File: src/rtl/texture_write_arbiter.sv
// Round-robin arbiter that serializes two AXI4-Lite write requesters onto one
// downstream write port, with one transaction outstanding at a time.
module texture_write_arbiter #(
  parameter int ADDR_WIDTH = 22,
  parameter int DATA_WIDTH = 32
) (
  input  logic                  clk,
  input  logic                  rst,
  input  logic [ADDR_WIDTH-1:0] s0_awaddr,
  input  logic [2:0]            s0_awprot,
  input  logic                  s0_awvalid,
  output logic                  s0_awready,
  input  logic [DATA_WIDTH-1:0] s0_wdata,
  input  logic                  s0_wvalid,
  output logic                  s0_wready,
  output logic [1:0]            s0_bresp,
  output logic                  s0_bvalid,
  input  logic                  s0_bready,
  input  logic [ADDR_WIDTH-1:0] s1_awaddr,
  input  logic [2:0]            s1_awprot,
  input  logic                  s1_awvalid,
  output logic                  s1_awready,
  input  logic [DATA_WIDTH-1:0] s1_wdata,
  input  logic                  s1_wvalid,
  output logic                  s1_wready,
  output logic [1:0]            s1_bresp,
  output logic                  s1_bvalid,
  input  logic                  s1_bready,
  output logic [ADDR_WIDTH-1:0] m_awaddr,
  output logic [2:0]            m_awprot,
  output logic                  m_awvalid,
  input  logic                  m_awready,
  output logic [DATA_WIDTH-1:0] m_wdata,
  output logic                  m_wvalid,
  input  logic                  m_wready,
  input  logic [1:0]            m_bresp,
  input  logic                  m_bvalid,
  output logic                  m_bready
);

  typedef enum logic [1:0] {IDLE, COLLECT, ISSUE, RESP} state_t;

  state_t                state_q, state_d;
  logic                  grant_q, grant_d;
  logic                  last_grant_q, last_grant_d;
  logic                  addr_ok_q, addr_ok_d;
  logic                  data_ok_q, data_ok_d;
  logic                  aw_sent_q, aw_sent_d;
  logic                  w_sent_q, w_sent_d;
  logic [ADDR_WIDTH-1:0] addr_q, addr_d;
  logic [2:0]            prot_q, prot_d;
  logic [DATA_WIDTH-1:0] data_q, data_d;

  logic                  s0_req, s1_req;
  logic                  sel_awvalid, sel_wvalid, sel_bready;
  logic [ADDR_WIDTH-1:0] sel_awaddr;
  logic [2:0]            sel_awprot;
  logic [DATA_WIDTH-1:0] sel_wdata;

  assign s0_req      = s0_awvalid | s0_wvalid;
  assign s1_req      = s1_awvalid | s1_wvalid;
  assign sel_awvalid = grant_q ? s1_awvalid : s0_awvalid;
  assign sel_wvalid  = grant_q ? s1_wvalid  : s0_wvalid;
  assign sel_bready  = grant_q ? s1_bready  : s0_bready;
  assign sel_awaddr  = grant_q ? s1_awaddr  : s0_awaddr;
  assign sel_awprot  = grant_q ? s1_awprot  : s0_awprot;
  assign sel_wdata   = grant_q ? s1_wdata   : s0_wdata;

  always_comb begin
    state_d      = state_q;
    grant_d      = grant_q;
    last_grant_d = last_grant_q;
    addr_ok_d    = addr_ok_q;
    data_ok_d    = data_ok_q;
    aw_sent_d    = aw_sent_q;
    w_sent_d     = w_sent_q;
    addr_d       = addr_q;
    prot_d       = prot_q;
    data_d       = data_q;
    case (state_q)
      IDLE: begin
        // On a tie the port that was not served last wins.
        if (s0_req || s1_req) begin
          grant_d = (s0_req && s1_req) ? !last_grant_q : s1_req;
          state_d = COLLECT;
        end
      end
      COLLECT: begin
        if (sel_awvalid && !addr_ok_q) begin
          addr_ok_d = 1'b1;
          addr_d    = sel_awaddr;
          prot_d    = sel_awprot;
        end
        if (sel_wvalid && !data_ok_q) begin
          data_ok_d = 1'b1;
          data_d    = sel_wdata;
        end
        if (addr_ok_d && data_ok_d) state_d = ISSUE;
      end
      ISSUE: begin
        if (m_awready && !aw_sent_q) aw_sent_d = 1'b1;
        if (m_wready && !w_sent_q)   w_sent_d  = 1'b1;
        if (aw_sent_d && w_sent_d)   state_d   = RESP;
      end
      RESP: begin
        if (m_bvalid && sel_bready) begin
          last_grant_d = grant_q;
          addr_ok_d    = 1'b0;
          data_ok_d    = 1'b0;
          aw_sent_d    = 1'b0;
          w_sent_d     = 1'b0;
          state_d      = IDLE;
        end
      end
      default: state_d = IDLE;
    endcase
  end

  always_ff @(posedge clk or negedge rst) begin
    if (!rst) begin
      state_q      <= IDLE;
      grant_q      <= 1'b0;
      last_grant_q <= 1'b1;
      addr_ok_q    <= 1'b0;
      data_ok_q    <= 1'b0;
      aw_sent_q    <= 1'b0;
      w_sent_q     <= 1'b0;
      addr_q       <= '0;
      prot_q       <= '0;
      data_q       <= '0;
    end else begin
      state_q      <= state_d;
      grant_q      <= grant_d;
      last_grant_q <= last_grant_d;
      addr_ok_q    <= addr_ok_d;
      data_ok_q    <= data_ok_d;
      aw_sent_q    <= aw_sent_d;
      w_sent_q     <= w_sent_d;
      addr_q       <= addr_d;
      prot_q       <= prot_d;
      data_q       <= data_d;
    end
  end

  // Handshake signals decode from registered state; only the B channel is a
  // combinational pass-through to the granted port.
  assign s0_awready = (state_q == COLLECT) && !grant_q && !addr_ok_q;
  assign s1_awready = (state_q == COLLECT) &&  grant_q && !addr_ok_q;
  assign s0_wready  = (state_q == COLLECT) && !grant_q && !data_ok_q;
  assign s1_wready  = (state_q == COLLECT) &&  grant_q && !data_ok_q;
  assign s0_bvalid  = (state_q == RESP) && !grant_q && m_bvalid;
  assign s1_bvalid  = (state_q == RESP) &&  grant_q && m_bvalid;
  assign s0_bresp   = ((state_q == RESP) && !grant_q) ? m_bresp : 2'b00;
  assign s1_bresp   = ((state_q == RESP) &&  grant_q) ? m_bresp : 2'b00;
  assign m_awvalid  = (state_q == ISSUE) && !aw_sent_q;
  assign m_wvalid   = (state_q == ISSUE) && !w_sent_q;
  assign m_bready   = (state_q == RESP) && sel_bready;
  assign m_awaddr   = addr_q;
  assign m_awprot   = prot_q;
  assign m_wdata    = data_q;

endmodule
File: config.mk
export PLATFORM = sky130hd
export DESIGN_NAME = texture_write_arbiter
export DESIGN_NICKNAME = d
export VERILOG_FILES = /design/src/rtl/texture_write_arbiter.sv
export SDC_FILE = /design/constraint.sdc
export NUM_CORES = 1
export LEC_CHECK = 0
export CORE_MARGIN = 1.5
export CORE_UTILIZATION = 41
export CTS_CLUSTER_DIAMETER = 120
export DETAILED_ROUTE_END_ITERATION = 8
export PLACE_DENSITY = 0.87
export SYNTH_ARGS = -nofsm -noshare
export SYNTH_HDL_FRONTEND = slang
export SYNTH_SLANG_ARGS = --single-unit
File: constraint.sdc
create_clock -name clk -period 3.6 [get_ports clk]
set_input_delay 1.08 -clock clk [delete_from_list [all_inputs] [get_ports clk]]
set_output_delay 1.08 -clock clk [all_outputs]
set_load 0.03 [all_outputs]
### After elaboration in Yosys (flattened, before gate mapping)

Index checks and enable logic that the tools add are counted.

* add/sub/neg operators: 0
* multiply operators: 0
* div/mod/pow operators: 0
* magnitude comparators: 0
* equality and inequality tests: 7
* shifts and indexed selects: 0
* multiplexer cells: 27
* bitwise gates (word level): 2
* reduce and logical (&&, ||, !) cells: 38

Operator list (count)
* $mux 32: 1
* $mux 22: 1
* $logic_and 1x1->1: 21
* $mux 1: 13
* $mux 2: 6
* $reduce_and 2->1: 6
* $ne 2x2->1 const B: 4
* $pmux 1 s2: 4
* $pmux 2 s4: 1
* $logic_not 1->1: 6
* $eq 2x2->1 const B: 2
* $reduce_and 4->1: 1
* $reduce_bool 2->1: 2
* $mux 3: 1
* $eq 2x1->1 const B: 1
* $logic_not 2->1: 1
* $or 1x1->1: 2
* $logic_or 1x1->1: 1

* bits in registers: 65
* bits in latches: 0
* memory bits (writable): 0
* ROM bits: 0
* input port bits: 127
* output and inout bits: 70
* logic and storage cells: 84
* memories kept: 0

### Depth between registers and ports, before layout

Gate-level depths: netlist of the first run.

* depth after elaboration: 7
* gate-level depth with buffers: 7
* mapped depth without buffers: 5

### Least setup slack after synthesis of the first run

No wires, ideal clock.

* kind: input to output
* from: in s0_bready
* to: out m_bready
* arrival: 1.604 ns
* data required time: 2.520 ns
* path slack: 0.916 ns
* stages on the path: 2
* buffers on the path: 0
* cell sequence: mux2_4 and2_1

* cells in the longest elaborated chain, start to end: 2

RTL lines
* start: declaration: RTL line 18 `input logic s0_bready,`
* $mux 1: RTL line 64 `assign sel_bready = grant_q ? s1_bready : s0_bready;`
* $logic_and 1x1->1: RTL line 157 `assign m_bready = (state_q == RESP) && sel_bready;`
* end: declaration: RTL line 38 `output logic m_bready`

No other way between the ends.

### Worst setup path in the final report of the first run

* from: in m_bresp[1]
* to: out s1_bresp[1]

* cells in the longest elaborated chain, start to end: 1

RTL lines
* start: declaration: RTL line 36 `input logic [1:0] m_bresp,`
* $mux 2: RTL line 154 `assign s1_bresp = ((state_q == RESP) && grant_q) ? m_bresp : 2'b00;`
* end: declaration: RTL line 26 `output logic [1:0] s1_bresp,`

No other way between the ends.

==> results of run 1 <==
[sequential cells by signal, summed over array words and instances, names as in the netlist]
register	count
m_awaddr	22
state_q	2
addr_ok_q	1
w_sent_q	1
grant_q	1
aw_sent_q	1
m_wdata	32
data_ok_q	1
m_awprot	3
last_grant_q	1
[power breakdown]
| group | leakage, nW | internal [mW] | switching [mW] |
|---|---|---|---|
| clock network | 0.0929 | 0.313 | 0.254 |
| logic | 1.64 | 1.18 | 1.50 |
| registers | 0.722 | 1.10 | 0.221 |
[per-stage QoR]
| stage | utilization, % | area, um2 |
|---|---|---|
| 4_1_cts | 70.22 | 5426 |
| 2_1_floorplan | - | 3269 |
| 5_1_grt | 70.22 | 5426 |
| 3_3_place_gp | 67.96 | 5251 |
| 6_report | 70.22 | 5426 |
| 3_5_place_dp | 67.96 | 5251 |
[layout make-up]
| class | count | area, um2 | share of cell area [%] |
|---|---|---|---|
| clock buffer | 11 | 131.4 | 2.421 |
| multi-input combinational | 226 | 1475 | 27.18 |
| tap | 102 | 127.6 | 2.352 |
| inverter | 2 | 7.507 | 0.1383 |
| clock inverter | 4 | 45.04 | 0.8301 |
| timing repair buffer | 202 | 2008 | 37.01 |
| sequential | 65 | 1632 | 30.07 |
[timing repair]
| action | CTS | global route |
|---|---|---|
| gates resized for setup | 1 | 0 |
| setup endpoints to repair | 1 | 0 |
| endpoints found under the hold margin | 0 | 0 |
| setup buffers | 0 | 0 |
[cells by family after synthesis]
| group | count (synthesis) | share of synthesized area (%) |
|---|---|---|
| compound gates | 70 | 11.52 |
| fa+ha+maj | 5 | 1.914 |
| buf+inv | 24 | 5.167 |
| flops | 65 | 49.79 |
| mux | 62 | 19.48 |
| simple gates | 89 | 12.13 |
[metal layers]
metal  up-vias  wire, um
met2       112      4736
met1      1349      3401
li1       1474         -
met5         -         0
met4         0       119
met3        10       604
[cell usage after synthesis, drive strengths merged]
cell / instances / share of area (%)
nor2: 65 / 7.5
dfrtp: 64 / 49
a21oi: 60 / 9.2
mux2i: 58 / 18
buf: 18 / 4.5
ha: 5 / 1.9
nor2b: 5 / 0.96
and2: 4 / 0.77
and3b: 4 / 1.1
clkbuf: 4 / 0.46
mux2: 4 / 1.7
and3: 3 / 0.57
nand2: 3 / 0.34
a31oi: 2 / 0.38
inv: 2 / 0.23
nand3: 2 / 0.31
nor3b: 2 / 0.46
o21ai: 2 / 0.31
o22ai: 2 / 0.38
a221oi: 1 / 0.46
a32o: 1 / 0.31
dfstp: 1 / 0.80
nand2b: 1 / 0.19
o21a: 1 / 0.23
o221ai: 1 / 0.27
[worst max-delay path by stage]
stage,end,slack (ns)
5_1_grt,s1_bresp[1],0.1
6_report,s1_bresp[1],0.15
3_3_place_gp,m_bready,0.009
4_1_cts,s1_bresp[1],0.14
3_5_place_dp,m_bready,0.003
2_1_floorplan,m_bready,0.92
[worst reg2reg max path: stages, from the launching register on]
cell	delay [ns]
dfrtp_1	0.42
inv_1	0.12
ha_1	0.29
and3b_2	0.21
buf_4	0.48
nor2_1	0.13
a21oi_1	0.14
==> impl_metrics.json, run 1 <==
{
  "via_per_inst": 4.812,
  "clkLatencyLatePin_ns": 0.33,
  "crit_chain": "clkdlybuf4s50_1 -> and3_1 -> clkdlybuf4s50_1",
  "cts_tree": "built",
  "crit_path_start": "m_bresp[1]",
  "slowest_stage": "clkdlybuf4s50_1",
  "wl_mm": 8.861,
  "cpPeakStageDelay_ns": 0.66,
  "min_from": "m_awaddr[19]",
  "synth-seq-cells": 65,
  "outcome": "complete, no violations",
  "tns_ns": 0,
  "critical_path.top_delay_family": "buffers and inverters",
  "setup_ws_ns": 0.1481,
  "reg2reg_slack_ns": 1.75,
  "cpMostUsedCell": "clkdlybuf4s50_1",
  "layout.nets": 638,
  "n_fill_cell": 575,
  "critical_path.max_fanout": 2,
  "whs_ns": 0.5282,
  "grt_first_pass_wirelength_mm": 13.90,
  "drive_above_1_share_pct": 5.882,
  "maxSlewViolCount": 0,
  "mostFrequentLayoutCells": "192 x clkdlybuf4s50_1, 65 x nor2_1, 63 x dfrtp_1",
  "report.power.total_mw": 4.566,
  "vias": 2945,
  "met3_usage_pct": 5.337,
  "first_global_vias": 2999,
  "drv_cap": 0,
  "path_depth": 3,
  "antennaDiodeCount": 0,
  "r2r-end": "m_wdata[28]",
  "place_ws_ns": 0.002681,
  "grt_max_degree": 65,
  "drt.antenna.violating_nets": 0,
  "cp_data_required_time_ns": 2.52,
  "endpoint_kind": "output pin",
  "rsz0062_at_grt": "no",
  "crit_type": "in -> out",
  "use_met2_pct": 38.77,
  "numCtsBuffers": 9,
  "drt_first_pass_iters": 4,
  "clk_pin_slew_worst_paths_ns": 0.06,
  "hold_depth": 2,
  "hold_path_class": "reg -> reg",
  "hpwl_mm": 6.983,
  "grt-ovfl-total": 0,
  "startpoint_type": "primary input",
  "fmax_mhz": 289.7,
  "r2r_cells": 6,
  "track_usage_pct": 20.62,
  "postSynthCellCount": 315,
  "synth.distinct_cells": 28,
  "grtUsageMet1_pct": 22.18,
  "setup_viol": 0,
  "max_slew.worst_pin.slew_ns": 0.7741,
  "clock_sinks": 65,
  "die_area_mm2": 0.008518,
  "period_minus_slack_ns": 3.452,
  "fin_skew_ns": 0.005805,
  "root_buffer": "clkbuf_8",
  "yosysWarnings": 0,
  "die_y_um": 92.30,
  "p_leak_nw": 2.457,
  "initial_core_util_pct": 42.31,
  "syn_area_mm2": 0.003269,
  "h-tree-depth": 3,
  "wire_per_inst_um": 14.48,
  "finalNonFillerCells": 612,
  "area.growth.synth_to_final_pct": 65.98,
  "drc_errors": 0,
  "grt.busiest_layer": "met2",
  "drt_iter0_drc": 84,
  "postCtsHoldBufs": 0,
  "slew_headroom_pct": 48.39,
  "cp.arrival_ns": 2.37,
  "synth_seq_area_share_pct": 49.79,
  "worst_hold_path.endpoint": "m_awaddr[19]",
  "powerDensity_mw_per_mm2": 841.4,
  "antenna_found_initial": 0,
  "finalHoldViolCount": 0,
  "rr_startpoint": "state_q[1]",
  "post-place-cells": 597,
  "peakVddDrop_v": 0.0004546,
  "synth_area_per_cell_um2": 10.38,
  "cp.buffers_inverters": 2,
  "gp_congestion": 0.7711,
  "syn_nets": 447,
  "die_w_um": 92.30,
  "num_io_pins": 197,
  "final_common_cell": "clkdlybuf4s50_1",
  "port-buffer-count": 196,
  "clockBufferDepth": 2,
  "rows": 32,
  "core_area_mm2": 0.007727,
  "fin_crit_sh_pct": 95.88
}
Power figures use the tool's default switching activity.
==> inputs of run 2 (changes only) <==
--- a/config.mk
+++ b/config.mk
@@ -10,6 +10,7 @@
 export CTS_CLUSTER_DIAMETER = 120
 export DETAILED_ROUTE_END_ITERATION = 8
 export PLACE_DENSITY = 0.87
+export RECOVER_POWER = 50
 export SYNTH_ARGS = -nofsm -noshare
 export SYNTH_HDL_FRONTEND = slang
 export SYNTH_SLANG_ARGS = --single-unit
==> run 2 against run 1 <==
Power is 0.46% lower. Critical path type unchanged. The run now ends with capacitance limit, slew limit left. Count of clock-buffer cells in the layout stayed put. Cell count stayed put. First-iteration DRC count is 15% higher. Largest cell class unchanged. Hold slack better by 0.00059 ns. Critical path depth is 1 higher. Highest routed layer unchanged. Register-to-register slack worse by 0.49 ns.
==> impl_metrics.json, run 2 (synthesized netlist as in run 1, its figures left out) <==
{
  "h-tree-depth": 3,
  "largest_reg_flops": 32,
  "startpoint_type": "primary input",
  "finalNonFillerCells": 612,
  "die_w_um": 92.30,
  "rows": 32,
  "clkPwrFrac_pct": 12.4,
  "finalHoldViolCount": 0,
  "drv_cap": 1,
  "fmax_mhz": 286.0,
  "grt_max_degree": 65,
  "mostFrequentLayoutCells": "187 x clkdlybuf4s50_1, 65 x nor2_1, 63 x dfrtp_1",
  "gp_congestion": 0.7711,
  "drt_first_pass_iters": 4,
  "report.power.total_mw": 4.545,
  "setup_viol": 0,
  "cp_data_required_time_ns": 2.52,
  "rsz0062_at_grt": "no",
  "rr_startpoint": "grant_q",
  "grt-ovfl-total": 0,
  "cp.arrival_ns": 2.42,
  "antenna_found_initial": 0,
  "seqPwrFrac_pct": 29.1,
  "port-buffer-count": 196,
  "final_common_cell": "clkdlybuf4s50_1",
  "area.growth.synth_to_final_pct": 64.87,
  "powerDensity_mw_per_mm2": 843.1,
  "postPlaceCellArea_mm2": 0.005251,
  "root_buffer": "clkbuf_8",
  "drc_errors": 0,
  "hpwl_mm": 6.983,
  "final_area_mm2": 0.005390,
  "via_per_inst": 4.812,
  "cts_tree": "built",
  "die_area_mm2": 0.008518,
  "slew_headroom_pct": -15.50,
  "numCtsBuffers": 9,
  "clock_sinks": 65,
  "endpoint_kind": "output pin",
  "layout.nets": 638,
  "drive_above_1_share_pct": 4.902,
  "whs_ns": 0.5288,
  "first_global_vias": 2999,
  "clk_pin_slew_worst_paths_ns": 0.06,
  "hold_path_class": "reg -> reg",
  "maxSlewViolCount": 35,
  "place_ws_ns": 0.002681,
  "max_slew.worst_pin.slew_ns": 1.733,
  "combPwrFrac_pct": 58.4,
  "r2r_cells": 5,
  "crit_path_start": "s1_bready",
  "wire_per_inst_um": 14.39,
  "violations": "capacitance limit, slew limit",
  "utilization_pct": 69.75,
  "post-place-cells": 597,
  "peakVddDrop_v": 0.0004541,
  "clockBufferDepth": 2,
  "p_int_mw": 2.579,
  "vias": 2945,
  "num_io_pins": 197,
  "grt_first_pass_wirelength_mm": 13.90,
  "wl_mm": 8.809,
  "fin_crit_sh_pct": 97.14,
  "n_fill_cell": 582,
  "outcome": "complete, but fails checks",
  "postCtsHoldBufs": 0,
  "core_area_mm2": 0.007727,
  "switchingPower_mw": 1.966,
  "crit_type": "in -> out",
  "fin_skew_ns": 0.008795,
  "hold_depth": 2,
  "reg2reg_slack_ns": 1.26,
  "initial_core_util_pct": 42.31,
  "track_usage_pct": 20.62,
  "drt.antenna.violating_nets": 0,
  "p_leak_nw": 2.438,
  "drt_iter0_drc": 97,
  "die_y_um": 92.30,
  "switching_share_pct": 43.26,
  "clkLatencyLatePin_ns": 0.33,
  "critical_path.max_fanout": 2,
  "period_minus_slack_ns": 3.497,
  "crit_end": "m_bready",
  "r2r-end": "m_wdata[28]",
  "setup_ws_ns": 0.1031,
  "tns_ns": 0,
  "antennaDiodeCount": 0
}
-- run 2: routing by layer --
| layer | GRT usage [%] | wire length, um | vias to the layer above |
|---|---|---|---|
| li1 | - | - | 1475 |
| met3 | 5.337 | 607 | 10 |
| met4 | 7.179 | 119 | 0 |
| met5 | 0 | 0 | - |
| met2 | 38.77 | 4700 | 112 |
| met1 | 22.18 | 3381 | 1348 |
-- run 2: how the worst min path moves through the flow --
| stage | from | end | slack (ns) |
|---|---|---|---|
| CTS | m_awaddr[7] | m_awaddr[7] | 0.53 |
| global placement | m_awaddr[16] | m_awaddr[16] | 0.51 |
| detailed placement | m_awaddr[7] | m_awaddr[7] | 0.52 |
| global route | m_awaddr[7] | m_awaddr[7] | 0.56 |
| floorplan | aw_sent_q | aw_sent_q | 0.50 |
| finish | m_awaddr[19] | m_awaddr[19] | 0.53 |
-- run 2: area by class of cell --
class / instances / area, um2 / share of cell area [%]
inverter: 2 / 7.507 / 0.1393
clock inverter: 4 / 45.04 / 0.8357
tap: 102 / 127.6 / 2.368
multi-input combinational: 226 / 1460 / 27.09
timing repair buffer: 202 / 1987 / 36.86
clock buffer: 11 / 131.4 / 2.437
sequential: 65 / 1632 / 30.27
-- run 2: worst max-delay path, cell delays in order --
cell and delay [ns]:
dlygate4sd3_1 0.57, mux2_4 0.27, and2_1 0.15, dlygate4sd2_1 0.35
-- run 2: power groups by stage --
stage               logic [mW]  registers (mW)  clock network [mW]
floorplan                 1.05            1.93                   0
global placement          2.63            1.31                   0
detailed placement        2.70            1.34                   0
CTS                       2.71            1.33               0.583
global route              2.83            1.37               0.616
finish                    2.65            1.32               0.566
-- run 2: repair_timing --
action,4_1_cts,5_1_grt
buffers inserted,0,0
endpoints found under the hold margin,0,0
gates resized for setup,1,0
endpoints found under the setup margin,1,0
==> inputs of run 3 (changes only) <==
--- a/config.mk
+++ b/config.mk
@@ -5,7 +5,7 @@
 export SDC_FILE = /design/constraint.sdc
 export NUM_CORES = 1
 export LEC_CHECK = 0
-export CORE_MARGIN = 1.5
+export CORE_MARGIN = 2
 export CORE_UTILIZATION = 41
 export CTS_CLUSTER_DIAMETER = 120
 export DETAILED_ROUTE_END_ITERATION = 8
==> run 3 against run 2 <==
The run still ends with capacitance limit, slew limit left. Sequential share of layout area shrank 0.20 points. Clock power is 17% higher. First-iteration DRC count fell by 11%. Sequential cell count unchanged. Die area up 2.2%. Design area increased by 0.65%. Power rose by 1.6%. Non-clock buffer count is the same. Count of clock-buffer cells in the layout did not move. Register-to-register slack got worse by 0.31 ns. Utilization grew 0.45 points. Clock skew is 0.0036 ns lower. Largest cell class unchanged. Highest routed layer unchanged.
==> impl_metrics.json, run 3 (synthesized netlist as in run 1, its figures left out) <==
{
  "outcome": "complete, but fails checks",
  "violations": "capacitance limit, slew limit",
  "core_area_mm2": 0.007727,
  "vias": 3008,
  "tns_ns": 0,
  "initial_core_util_pct": 42.31,
  "clockBufferDepth": 2,
  "grt-ovfl-total": 0,
  "critical_path.max_fanout": 2,
  "max_slew.worst_pin.slew_ns": 1.600,
  "clk_pin_slew_worst_paths_ns": 0.07,
  "rows": 32,
  "reg2reg_slack_ns": 0.95,
  "die_area_mm2": 0.008704,
  "num_io_pins": 197,
  "clkPwrFrac_pct": 14.3,
  "drt_first_pass_iters": 4,
  "min_from": "m_awaddr[21]",
  "track_usage_pct": 20.61,
  "gp_congestion": 0.7548,
  "switching_share_pct": 42.87,
  "largest_reg_flops": 32,
  "fin_crit_sh_pct": 97.43,
  "postCtsHoldBufs": 0,
  "setup_ws_ns": 0.09258,
  "final_area_mm2": 0.005425,
  "die_w_um": 93.30,
  "final_common_cell": "clkdlybuf4s50_1",
  "numCtsBuffers": 9,
  "cts_tree": "built",
  "powerDensity_mw_per_mm2": 850.8,
  "area.growth.synth_to_final_pct": 65.94,
  "rr_startpoint": "grant_q",
  "cpPeakStageDelay_ns": 0.57,
  "wire_per_inst_um": 14.59,
  "crit_chain": "dlygate4sd3_1 -> mux2_4 -> and2_1 -> dlygate4sd2_1",
  "drt.antenna.violating_nets": 0,
  "first_global_vias": 3073,
  "antennaDiodeCount": 0,
  "cp.arrival_ns": 2.43,
  "whs_ns": 0.5249,
  "startpoint_type": "primary input",
  "port-buffer-count": 196,
  "clkLatencyLatePin_ns": 0.33,
  "rsz0062_at_grt": "no",
  "setup_viol": 0,
  "endpoint_kind": "output pin",
  "drv_cap": 1,
  "hold_path_class": "reg -> reg",
  "clock_sinks": 65,
  "slew_headroom_pct": -6.683,
  "hold_depth": 2,
  "die_y_um": 93.30,
  "p_leak_nw": 2.442,
  "crit_type": "in -> out",
  "finalHoldViolCount": 0,
  "utilization_pct": 70.21,
  "via_per_inst": 4.907,
  "worst_hold_path.endpoint": "m_awaddr[21]",
  "p_int_mw": 2.637,
  "fin_skew_ns": 0.005168,
  "postPlaceCellArea_mm2": 0.005251,
  "grt_first_pass_wirelength_mm": 14.21,
  "cp_data_required_time_ns": 2.52,
  "wl_mm": 8.943,
  "slowest_stage": "dlygate4sd3_1",
  "place_ws_ns": -0.008839,
  "r2r_cells": 6,
  "period_minus_slack_ns": 3.507,
  "switchingPower_mw": 1.979,
  "root_buffer": "clkbuf_8",
  "grt_max_degree": 65,
  "drive_above_1_share_pct": 5.088,
  "seqPwrFrac_pct": 28.3,
  "maxSlewViolCount": 31,
  "peakVddDrop_v": 0.0003883,
  "h-tree-depth": 3,
  "antenna_found_initial": 0,
  "layout.nets": 638,
  "combPwrFrac_pct": 57.4,
  "r2r-end": "m_wdata[30]",
  "fmax_mhz": 285.1,
  "mostFrequentLayoutCells": "179 x clkdlybuf4s50_1, 65 x nor2_1, 63 x dfrtp_1",
  "drt_iter0_drc": 86,
  "drc_errors": 0,
  "hpwl_mm": 7.050
}
==> run 3: stage by stage <==
step | cells | total power, mW
finish | 613 | 4.616
global route | 613 | 4.907
floorplan | 315 | 2.984
global placement | 597 | 3.951
detailed placement | 597 | 4.039
CTS | 613 | 4.712
==> run 3: critical path, delay by kind of cell <==
family / cells / cell delay [ns]
buf+inv: 2 / 0.92
mux: 1 / 0.27
simple gates: 1 / 0.15
==> run 3: how the worst max path moves through the flow <==
stage / startpoint / slack, ns / to
floorplan: s0_bready / 0.92 / m_bready
global placement: s0_bready / 0.008 / m_bready
detailed placement: s0_bready / -0.009 / m_bready
CTS: m_bresp[1] / 0.10 / s1_bresp[1]
global route: s1_bready / 0.07 / m_bready
finish: s1_bready / 0.09 / m_bready
==> run 3: timing repair <==
item,in CTS,in global routing
endpoints found under the setup margin,1,0
buffers inserted,0,0
hold endpoints to repair,0,0
gates resized for setup,1,0
==> run 3: power by group through the flow <==
stage / Combinational (mW) / Sequential [mW] / Clock, mW
finish: 2.65 / 1.31 / 0.662
global route: 2.84 / 1.36 / 0.714
CTS: 2.72 / 1.31 / 0.681
detailed placement: 2.71 / 1.32 / 0
global placement: 2.65 / 1.30 / 0
floorplan: 1.05 / 1.93 / 0
==> run 3: final cells by class <==
cell class              instances  area [um2]
flip-flops and latches         65        1632
well taps                     102       127.6
clock inverters                 5       80.08
multi-input cells             226        1464
inverters                       2       7.507
fillers                       610        2302
clock buffers                  11       131.4
repair buffers                202        1983
==> run 3: metal layers <==
metal,track usage (%),vias up,wire [um]
li1,-,1473,-
met3,5.077,18,644
met2,38.67,108,4790
met4,7.353,0,167
met1,22.27,1409,3340
met5,0,-,0
